<file path="src/rtl/rs_issue_scheduler.sv">
// ---------------------------------------------------------------------------
// rs_issue_scheduler
//
// Occupancy / readiness bookkeeping for the reservation station. Each entry
// walks FREE -> WAIT -> READY -> ISSUED -> FREE. The block hands the lowest
// FREE index to Dispatch, offers one READY entry per cycle to Execute using a
// round-robin pointer, and retires entries on Execute completion. No operand
// data is held here.
//
// Ports:
//   clk, rst            core clock, synchronous active-high reset
//   flush               clears every entry (protocol_err survives)
//   alloc_valid         Dispatch wants an entry
//   alloc_src_ready     instruction being allocated already has its operands
//   alloc_ready/index   a FREE entry exists / lowest FREE index
//   wake_en/index       Wakeup marks an entry's operands complete
//   issue_valid/index   entry offered to Execute
//   issue_ready         Execute accepts the offer
//   free_en/index       Execute completion, returns an ISSUED entry to FREE
//   occupancy           registered count of non-FREE entries
//   protocol_err        sticky flag for illegal wake/free events
// ---------------------------------------------------------------------------
module rs_issue_scheduler #(
   parameter  int RS_ENTRIES = 8,
   localparam int IDX_W      = $clog2(RS_ENTRIES),
   localparam int CNT_W      = $clog2(RS_ENTRIES + 1)
) (
   input  logic             clk,
   input  logic             rst,
   input  logic             flush,
   input  logic             alloc_valid,
   input  logic             alloc_src_ready,
   output logic             alloc_ready,
   output logic [IDX_W-1:0] alloc_index,
   input  logic             wake_en,
   input  logic [IDX_W-1:0] wake_index,
   output logic             issue_valid,
   output logic [IDX_W-1:0] issue_index,
   input  logic             issue_ready,
   input  logic             free_en,
   input  logic [IDX_W-1:0] free_index,
   output logic [CNT_W-1:0] occupancy,
   output logic             protocol_err
);

   typedef enum logic [1:0] {
      ST_FREE   = 2'd0,
      ST_WAIT   = 2'd1,
      ST_READY  = 2'd2,
      ST_ISSUED = 2'd3
   } ent_state_e;

   ent_state_e       state_q [RS_ENTRIES];
   ent_state_e       state_d [RS_ENTRIES];
   logic [IDX_W-1:0] rr_ptr_q,   rr_ptr_d;
   logic             lock_q,     lock_d;      // an offer was refused and is being held
   logic [IDX_W-1:0] lock_idx_q, lock_idx_d;
   logic [CNT_W-1:0] occ_q,      occ_d;
   logic             perr_q,     perr_d;

   logic             cand_found;
   logic [IDX_W-1:0] cand_idx;
   logic [IDX_W-1:0] scan_idx;
   logic             alloc_fire;
   logic             issue_fire;
   logic             free_ok;
   logic             wake_hits_alloc;

   // Lowest FREE entry: scanning downwards lets the last hit win.
   always_comb begin
      // NOTE: every output of a combinational block gets a default first so no latch is inferred.
      alloc_ready = 1'b0;
      alloc_index = '0;
      for (int i = RS_ENTRIES - 1; i >= 0; i--) begin
         if (state_q[i] == ST_FREE) begin
            alloc_ready = 1'b1;
            alloc_index = IDX_W'(i);
         end
      end
   end

   // Round-robin pick: first READY entry at rr_ptr, rr_ptr+1, ... The index
   // wraps naturally because RS_ENTRIES is a power of two.
   always_comb begin
      cand_found = 1'b0;
      cand_idx   = '0;
      scan_idx   = '0;
      for (int k = RS_ENTRIES - 1; k >= 0; k--) begin
         scan_idx = rr_ptr_q + IDX_W'(k);
         if (state_q[scan_idx] == ST_READY) begin
            cand_found = 1'b1;
            cand_idx   = scan_idx;
         end
      end
   end

   // A refused offer stays on the bus until accepted, even if a higher
   // priority entry becomes READY meanwhile.
   assign issue_valid = lock_q | cand_found;
   assign issue_index = lock_q ? lock_idx_q : cand_idx;

   assign alloc_fire      = alloc_valid & alloc_ready;
   assign issue_fire      = issue_valid & issue_ready;
   assign free_ok         = free_en & (state_q[free_index] == ST_ISSUED);
   assign wake_hits_alloc = wake_en & alloc_fire & (wake_index == alloc_index);

   // Each legal event targets an entry in a distinct state (alloc: FREE,
   // wake: WAIT, issue: READY, free: ISSUED), so no entry sees two updates.
   always_comb begin
      state_d    = state_q;
      rr_ptr_d   = rr_ptr_q;
      lock_d     = lock_q;
      lock_idx_d = lock_idx_q;
      occ_d      = occ_q;
      perr_d     = perr_q;

      if (flush) begin
         for (int i = 0; i < RS_ENTRIES; i++) begin
            state_d[i] = ST_FREE;
         end
         rr_ptr_d   = '0;
         lock_d     = 1'b0;
         lock_idx_d = '0;
         occ_d      = '0;
      end else begin
         if (wake_en) begin
            if (state_q[wake_index] == ST_WAIT) begin
               state_d[wake_index] = ST_READY;
            end else if ((state_q[wake_index] == ST_FREE) && !wake_hits_alloc) begin
               perr_d = 1'b1;
            end
         end

         // A wake racing its own allocation means the operands are complete.
         if (alloc_fire) begin
            state_d[alloc_index] = (alloc_src_ready || wake_hits_alloc) ? ST_READY : ST_WAIT;
         end

         if (issue_fire) begin
            state_d[issue_index] = ST_ISSUED;
            rr_ptr_d             = issue_index + IDX_W'(1);
            lock_d               = 1'b0;
         end else if (issue_valid) begin
            lock_d     = 1'b1;
            lock_idx_d = issue_index;
         end

         if (free_en) begin
            if (free_ok) begin
               state_d[free_index] = ST_FREE;
            end else begin
               perr_d = 1'b1;
            end
         end

         occ_d = occ_q + CNT_W'(alloc_fire) - CNT_W'(free_ok);
      end
   end

   always_ff @(posedge clk) begin
      if (rst) begin
         // NOTE: the entry-state array is real control state (FREE means empty), so it is reset like any flop.
         for (int i = 0; i < RS_ENTRIES; i++) begin
            state_q[i] <= ST_FREE;
         end
         rr_ptr_q   <= '0;
         lock_q     <= 1'b0;
         lock_idx_q <= '0;
         occ_q      <= '0;
         perr_q     <= 1'b0;
      end else begin
         // NOTE: non-blocking assignments so every flop samples pre-edge values.
         state_q    <= state_d;
         rr_ptr_q   <= rr_ptr_d;
         lock_q     <= lock_d;
         lock_idx_q <= lock_idx_d;
         occ_q      <= occ_d;
         perr_q     <= perr_d;
      end
   end

   assign occupancy    = occ_q;
   assign protocol_err = perr_q;

endmodule

</file>
<file path="config.mk">
export PLATFORM = sky130hd
export DESIGN_NAME = rs_issue_scheduler
export DESIGN_NICKNAME = d
export VERILOG_FILES = /design/src/rtl/rs_issue_scheduler.sv
export SDC_FILE = /design/constraint.sdc
export NUM_CORES = 1
export LEC_CHECK = 0
export CAP_MARGIN = 10
export CORE_MARGIN = 4
export CORE_UTILIZATION = 55
export CTS_BUF_LIST = sky130_fd_sc_hd__clkbuf_8
export DETAILED_ROUTE_END_ITERATION = 7
export PLACE_DENSITY = 0.81
export SLEW_MARGIN = 0
export SYNTH_ARGS = -nofsm -noshare
export SYNTH_HDL_FRONTEND = slang
export SYNTH_SLANG_ARGS = --single-unit
</file>
<file path="constraint.sdc">
create_clock -name clk -period 3.7 [get_ports clk]
set_clock_uncertainty 0.15 [all_clocks]
set_input_delay 0.37 -clock clk [delete_from_list [all_inputs] [get_ports clk]]
set_output_delay 0.37 -clock clk [all_outputs]
set_load 0.01 [all_outputs]
</file>
======== Yosys cells after proc, flatten, opt, wreduce, memory -nomap -nowiden ========
Cells that the tools add are included.
word-level totals
  memories kept ........................... 0
  RAM bits ................................ 0
  latch bits .............................. 0
  flip-flop bits (word level) ............. 28
  memory bits (read-only) ................. 0
  input port bits ......................... 14
operators by class
  equal/unequal tests ..................... 11
  shifts and indexed selects .............. 0
  multiply operators ...................... 0
  bitwise logic cells ..................... 25
  reductions and logical operators ........ 19
  $add $sub $neg .......................... 10
  divide/modulo/power cells ............... 0
  muxes and demuxes ....................... 87
  order comparisons ....................... 16
operators with widths
  operator                                                              number
  16-bit 2-to-1 mux                                                     9
  2-bit binary-select mux with 3-bit select                             10
  3-bit 2-to-1 mux                                                      17
  2-bit 2-to-1 mux                                                      25
  4-bit >= comparator, second input constant                            12
  3-bit NOT with 4-bit output                                           12
  2-bit demux with 3-bit select                                         4
  1-bit 2-to-1 mux                                                      21
  2-bit == test, second input constant                                  9
  2-bit zero test                                                       9
  16-bit bitwise AND                                                    1
  16-bit bitwise mux                                                    1
  4-bit by 1-bit < comparator with 1-bit output, second input constant  4
  16-bit NOT                                                            1
  16-bit OR                                                             1
  3-bit adder, second input constant                                    4
  8-bit bitwise AND                                                     1
  8-bit NOT                                                             1
  8-bit OR                                                              1
  3-bit by 1-bit adder with 3-bit output, second input constant         2
  3-bit by 2-bit adder with 3-bit output, second input constant         2
  1-bit bitwise AND                                                     5
  1-bit logical AND                                                     5
  4-bit by 1-bit adder with 4-bit output                                1
  10 further kinds                                                      10

======== Depth between registers and ports, before layout ========
  word-level depth ........................ 26
  gate-level depth with buffers ........... 15
  mapped depth without buffers ............ 13

======== Least setup slack after synthesis ========
OpenSTA, ideal clock, no wires.
  kind .................................... register to register
  start point ............................. reg rr_ptr_q[1]
  end point ............................... reg state_q[14] (netlist bit)
  cell stages (with the launch flop) ...... 15
  slack ................................... 0.146 ns
  arrival time ............................ 3.330 ns
  required time ........................... 3.476 ns
  cell sequence ........................... dfxtp_1 > buf_2 > inv_1 > clkbuf_1 > ha_1 > buf_2 > inv_1 > mux4_2 > a311o_1 > and3_1 > o221a_2 > buf_2 > nor3_1 > nand2_1 > a31oi_1
on the way
  longest elaborated chain between the ends .. 26
  elaborated cells between the ends (all ways) .. 78
RTL lines
  what                                                  line  RTL
  start: declaration                                    55    logic [IDX_W-1:0] rr_ptr_q, rr_ptr_d;
  start signal: assignment                              174   rr_ptr_q <= rr_ptr_d;
  3-bit adder                                           89    scan_idx = rr_ptr_q + IDX_W'(k);
  3-bit NOT with 4-bit output (implied by the code)     90    if (state_q[scan_idx] == ST_READY) begin
  2-bit binary-select mux with 3-bit select             90
  2-bit 2-to-1 mux (implied by the code) (2 in series)  90
  2-bit == test                                         90
  3-bit 2-to-1 mux (7 in series)                        90
  3-bit 2-to-1 mux *                                    90
  3-bit 2-to-1 mux *                                    100   assign issue_index = lock_q ? lock_idx_q : cand_idx;
  named net issue_index[2]                              38    output logic [IDX_W-1:0] issue_index,
  [... 3 more ...]                                      --
  2-bit 2-to-1 mux (implied by the code)                140   state_d[issue_index] = ST_ISSUED;
  2-bit demux with 3-bit select *                       140
  16-bit OR (no line) *                                 --
  16-bit 2-to-1 mux *                                   139   if (issue_fire) begin
  16-bit 2-to-1 mux *                                   117   if (flush) begin
  16-bit bitwise AND (no line)                          --
  16-bit 2-to-1 mux                                     149   if (free_ok) begin
  16-bit 2-to-1 mux *                                   148   if (free_en) begin
  end signal: assignment                                173   state_q <= state_d;
  end: declaration                                      53    ent_state_e state_q [RS_ENTRIES];
The timed path passes the listed nets; every way through them passes the cells marked *. The select of a mux whose other input is x is not followed.
A chain may end at the register's enable or synchronous reset.

======== Final worst setup path ========
  start point ............................. reg rr_ptr_q[0]
  end point ............................... out issue_index[2]
on the way
  longest elaborated chain between the ends .. 15
  elaborated cells between the ends (all ways) .. 56
RTL lines
  what                                                  line
  3-bit adder                                           89
  3-bit NOT with 4-bit output (implied by the code)     90
  2-bit binary-select mux with 3-bit select             90
  2-bit 2-to-1 mux (implied by the code) (2 in series)  90
  2-bit == test                                         90
  3-bit 2-to-1 mux (7 in series)                        90
  3-bit 2-to-1 mux *                                    90
  3-bit 2-to-1 mux *                                    100
  end: declaration                                      38
Every way passes the cells marked *; elsewhere a longest branch is shown, timed or not. The select of a mux whose other input is x is not followed.

==> results.json <==
{
  "wl_met1_um": 3500,
  "io-pin-count": 27,
  "syn-instance-count": 360,
  "detailedPlacementHpwl_um": 6880,
  "grt_pass1_vias": 2978,
  "drt-initial-drc-count": 487,
  "top_signal_layer_used": "met4",
  "hold_viol_final": 0,
  "route.detailed.drc": 0,
  "worstSetupPathType": "flip-flop to output pin",
  "routed-via-count": 3184,
  "die_w_um": 81.5,
  "clock_root_cell": "clkbuf_8",
  "die_area_mm2": 0.00664,
  "synth-warning-count": 0,
  "cp-endpoint": "issue_index[2]",
  "placeableCoreArea_mm2": 0.00517,
  "placed_inst_area_mm2": 0.00339,
  "die_y_um": 81.5,
  "clk_pin_slew_ns": 0.10,
  "worst_rel_slew_slack": 0.542,
  "fin_crit_ns": 3.61,
  "buffer_count_from_post_cts_setup_fixing": 0,
  "drv_cap": 0,
  "post_synth_instance_area_mm2": 0.00297,
  "critPathCaptureType": "output pin",
  "r2r-start": "state_q[8]",
  "report.final.setup_viol": 0,
  "reg2reg_setup_slack_ns": 0.37,
  "clock_latency_ns": 0.28,
  "cp.required_ns": 3.18,
  "via_per_inst": 6.91,
  "rsz0062_at_grt": "false",
  "rows": 26,
  "min_delay_path_class": "flip-flop to flip-flop",
  "final_cell_area_mm2": 0.00352,
  "globalRoute.totalOverflow": 0,
  "synth.net_count": 381,
  "yosysUniqueCellTypes": 63,
  "htree_levels": 1,
  "antenna-diode-count": 0,
  "final_period_utilization": 0.976,
  "post_cts_hold_buffer_count": 0,
  "worstRegToRegCells": 11,
  "first_pass_iters": 5,
  "tritoncts": "done",
  "critical_path.reg2reg.endpoint": "state_q[14]",
  "track_usage": 0.291,
  "synth-main-ff-cell": "dfxtp_1",
  "worstPathArrival_ns": 3.09,
  "routed_wl_um": 9170,
  "cts.repair.resized": 6,
  "synth-seq-cells": 28,
  "area_delta_synth_final_pct": 18.5,
  "postLayoutCoreUtil": 0.681,
  "final_nets": 413,
  "timing.critical_path.from_type": "flip-flop",
  "route.detailed.wl_per_inst_um": 19.9,
  "synth-async-reset-ratio": 0,
  "met2_length_um": 4280,
  "powerDensity_mw_per_mm2": 222,
  "tightestPinTransition_ns": 0.680,
  "setup_tns_after_final_layout_ns": 0,
  "power.leakage_nw": 1.27,
  "synth_edf_count": 0,
  "result_of_the_run": "complete, no violations",
  "initial_core_util": 0.575,
  "place.port_buffers": 26,
  "place_congestion": 1.01,
  "final-max-slew-violation-count": 0,
  "crit_start": "rr_ptr_q[0]",
  "max_freq_mhz": 277,
  "route.antenna.remaining_nets": 0,
  "report.power.total_mw": 0.782,
  "cts_made_buffers": 3,
  "cp_max_fo": 14,
  "vdd.ir_drop.worst_uv": 164,
  "initial_antenna_violation_count": 0,
  "clock-sinks": 28,
  "first_pass_grt_wire_length_um": 14900,
  "largest_net_degree_at_the_start_of_global_routing": 19,
  "met3RoutedLength_um": 1010,
  "clock_path_buffers": 2,
  "drive_above_1_share": 0.192,
  "synth.avg_cell_area_um2": 8.25,
  "synth.yosys.seq_area_share": 0.189
}
-- cells in the mapped netlist (10+ instances only) --
master | n | area share
o21ai_0 | 16 | 0.027
o22ai_1 | 13 | 0.027
nand2_1 | 34 | 0.043
inv_1 | 14 | 0.018
clkbuf_1 | 12 | 0.015
mux2i_1 | 19 | 0.064
nand3_1 | 10 | 0.017
dfxtp_1 | 28 | 0.19
nor2b_1 | 11 | 0.023
a21oi_1 | 19 | 0.032
mux4_2 | 20 | 0.15
nand2b_1 | 14 | 0.029
nor2_1 | 32 | 0.040
-- where the power goes --
part           total, mW  internal (mW)  switching, mW
Sequential         0.320          0.309         0.0111
Combinational      0.264          0.120          0.144
Clock              0.198         0.0955          0.102
-- per-stage QoR --
stage / hold slack (ns) / instances / setup WS, ns
global route: 0.405 / 461 / 0.00730
finish: 0.356 / 461 / 0.0890
floorplan: 0.292 / 360 / 0.146
CTS: 0.365 / 461 / -0.00591
global placement: 0.321 / 457 / 0.203
detailed placement: 0.341 / 457 / 0.191
-- critical path, cell delays in order, from the launching register on --
cell and delay, ns:
dfxtp_2 0.36, inv_8 0.12, ha_2 0.31, buf_4 0.17, mux4_2 0.36, nand2b_1 0.07
a32o_1 0.26, a2111o_1 0.38, o221a_4 0.30, clkdlybuf4s50_1 0.49
-- cell type report --
type                    count  area [um2]
multi-input cells         293        2300
fillers                   415        1650
repair buffers             50         447
clock buffers               4        55.1
well taps                  70        87.6
flip-flops and latches     28         566
inverters                  16        67.6
-- metal layers --
metal / up-vias / global-route usage
met3: 52 / 0.0471
met1: 1487 / 0.396
li1: 1429 / -
met2: 216 / 0.459
met4: 0 / 0.117
met5: - / 0
-- worst min-delay path by stage --
stage / depth (start not counted) / end / slack, ns / start
after floorplan: 1 / protocol_err / 0.29 / rst
after global placement: 2 / protocol_err / 0.32 / protocol_err
after detailed placement: 2 / lock_idx_q[1] / 0.34 / lock_idx_q[1]
after CTS: 2 / lock_idx_q[1] / 0.36 / lock_idx_q[1]
after global routing: 2 / lock_idx_q[1] / 0.40 / lock_idx_q[1]
final: 2 / lock_idx_q[1] / 0.36 / lock_idx_q[1]
-- sequential cells by signal (all words and copies together), names as in the netlist --
name	cells
protocol_err	1
occupancy	4
state_q	16
lock_idx_q	3
lock_q	1
rr_ptr_q	3
-- layout by cell type, fill, tap and decap left out, drive strengths merged, types with 3 or more instances in the layout --
cell / count
a211oi: 5
a21o: 4
a21oi: 20
a31oi: 9
and2: 5
and3: 6
buf: 24
clkbuf: 4
clkdlybuf4s50: 25
dfxtp: 28
ha: 6
inv: 16
mux2i: 19
mux4: 20
nand2: 34
nand2b: 14
nand3: 10
nor2: 32
nor2b: 11
nor3: 5
nor3b: 7
o21a: 3
o21ai: 16
o221ai: 6
o22ai: 13
o31ai: 3
xnor2: 6
xor2: 3
-- logic make-up after synthesis --
| family | synth area share |
|---|---|
| adders and majority gates | 0.0320 |
| DFF | 0.189 |
| xor gates and xnor gates | 0.0265 |
| muxes | 0.224 |
| AOI/OAI and AO/OA | 0.240 |
| buffers and inverters | 0.0602 |
| and+or+nand+nor | 0.228 |
Note: power is estimated with default switching activity, not from simulation.
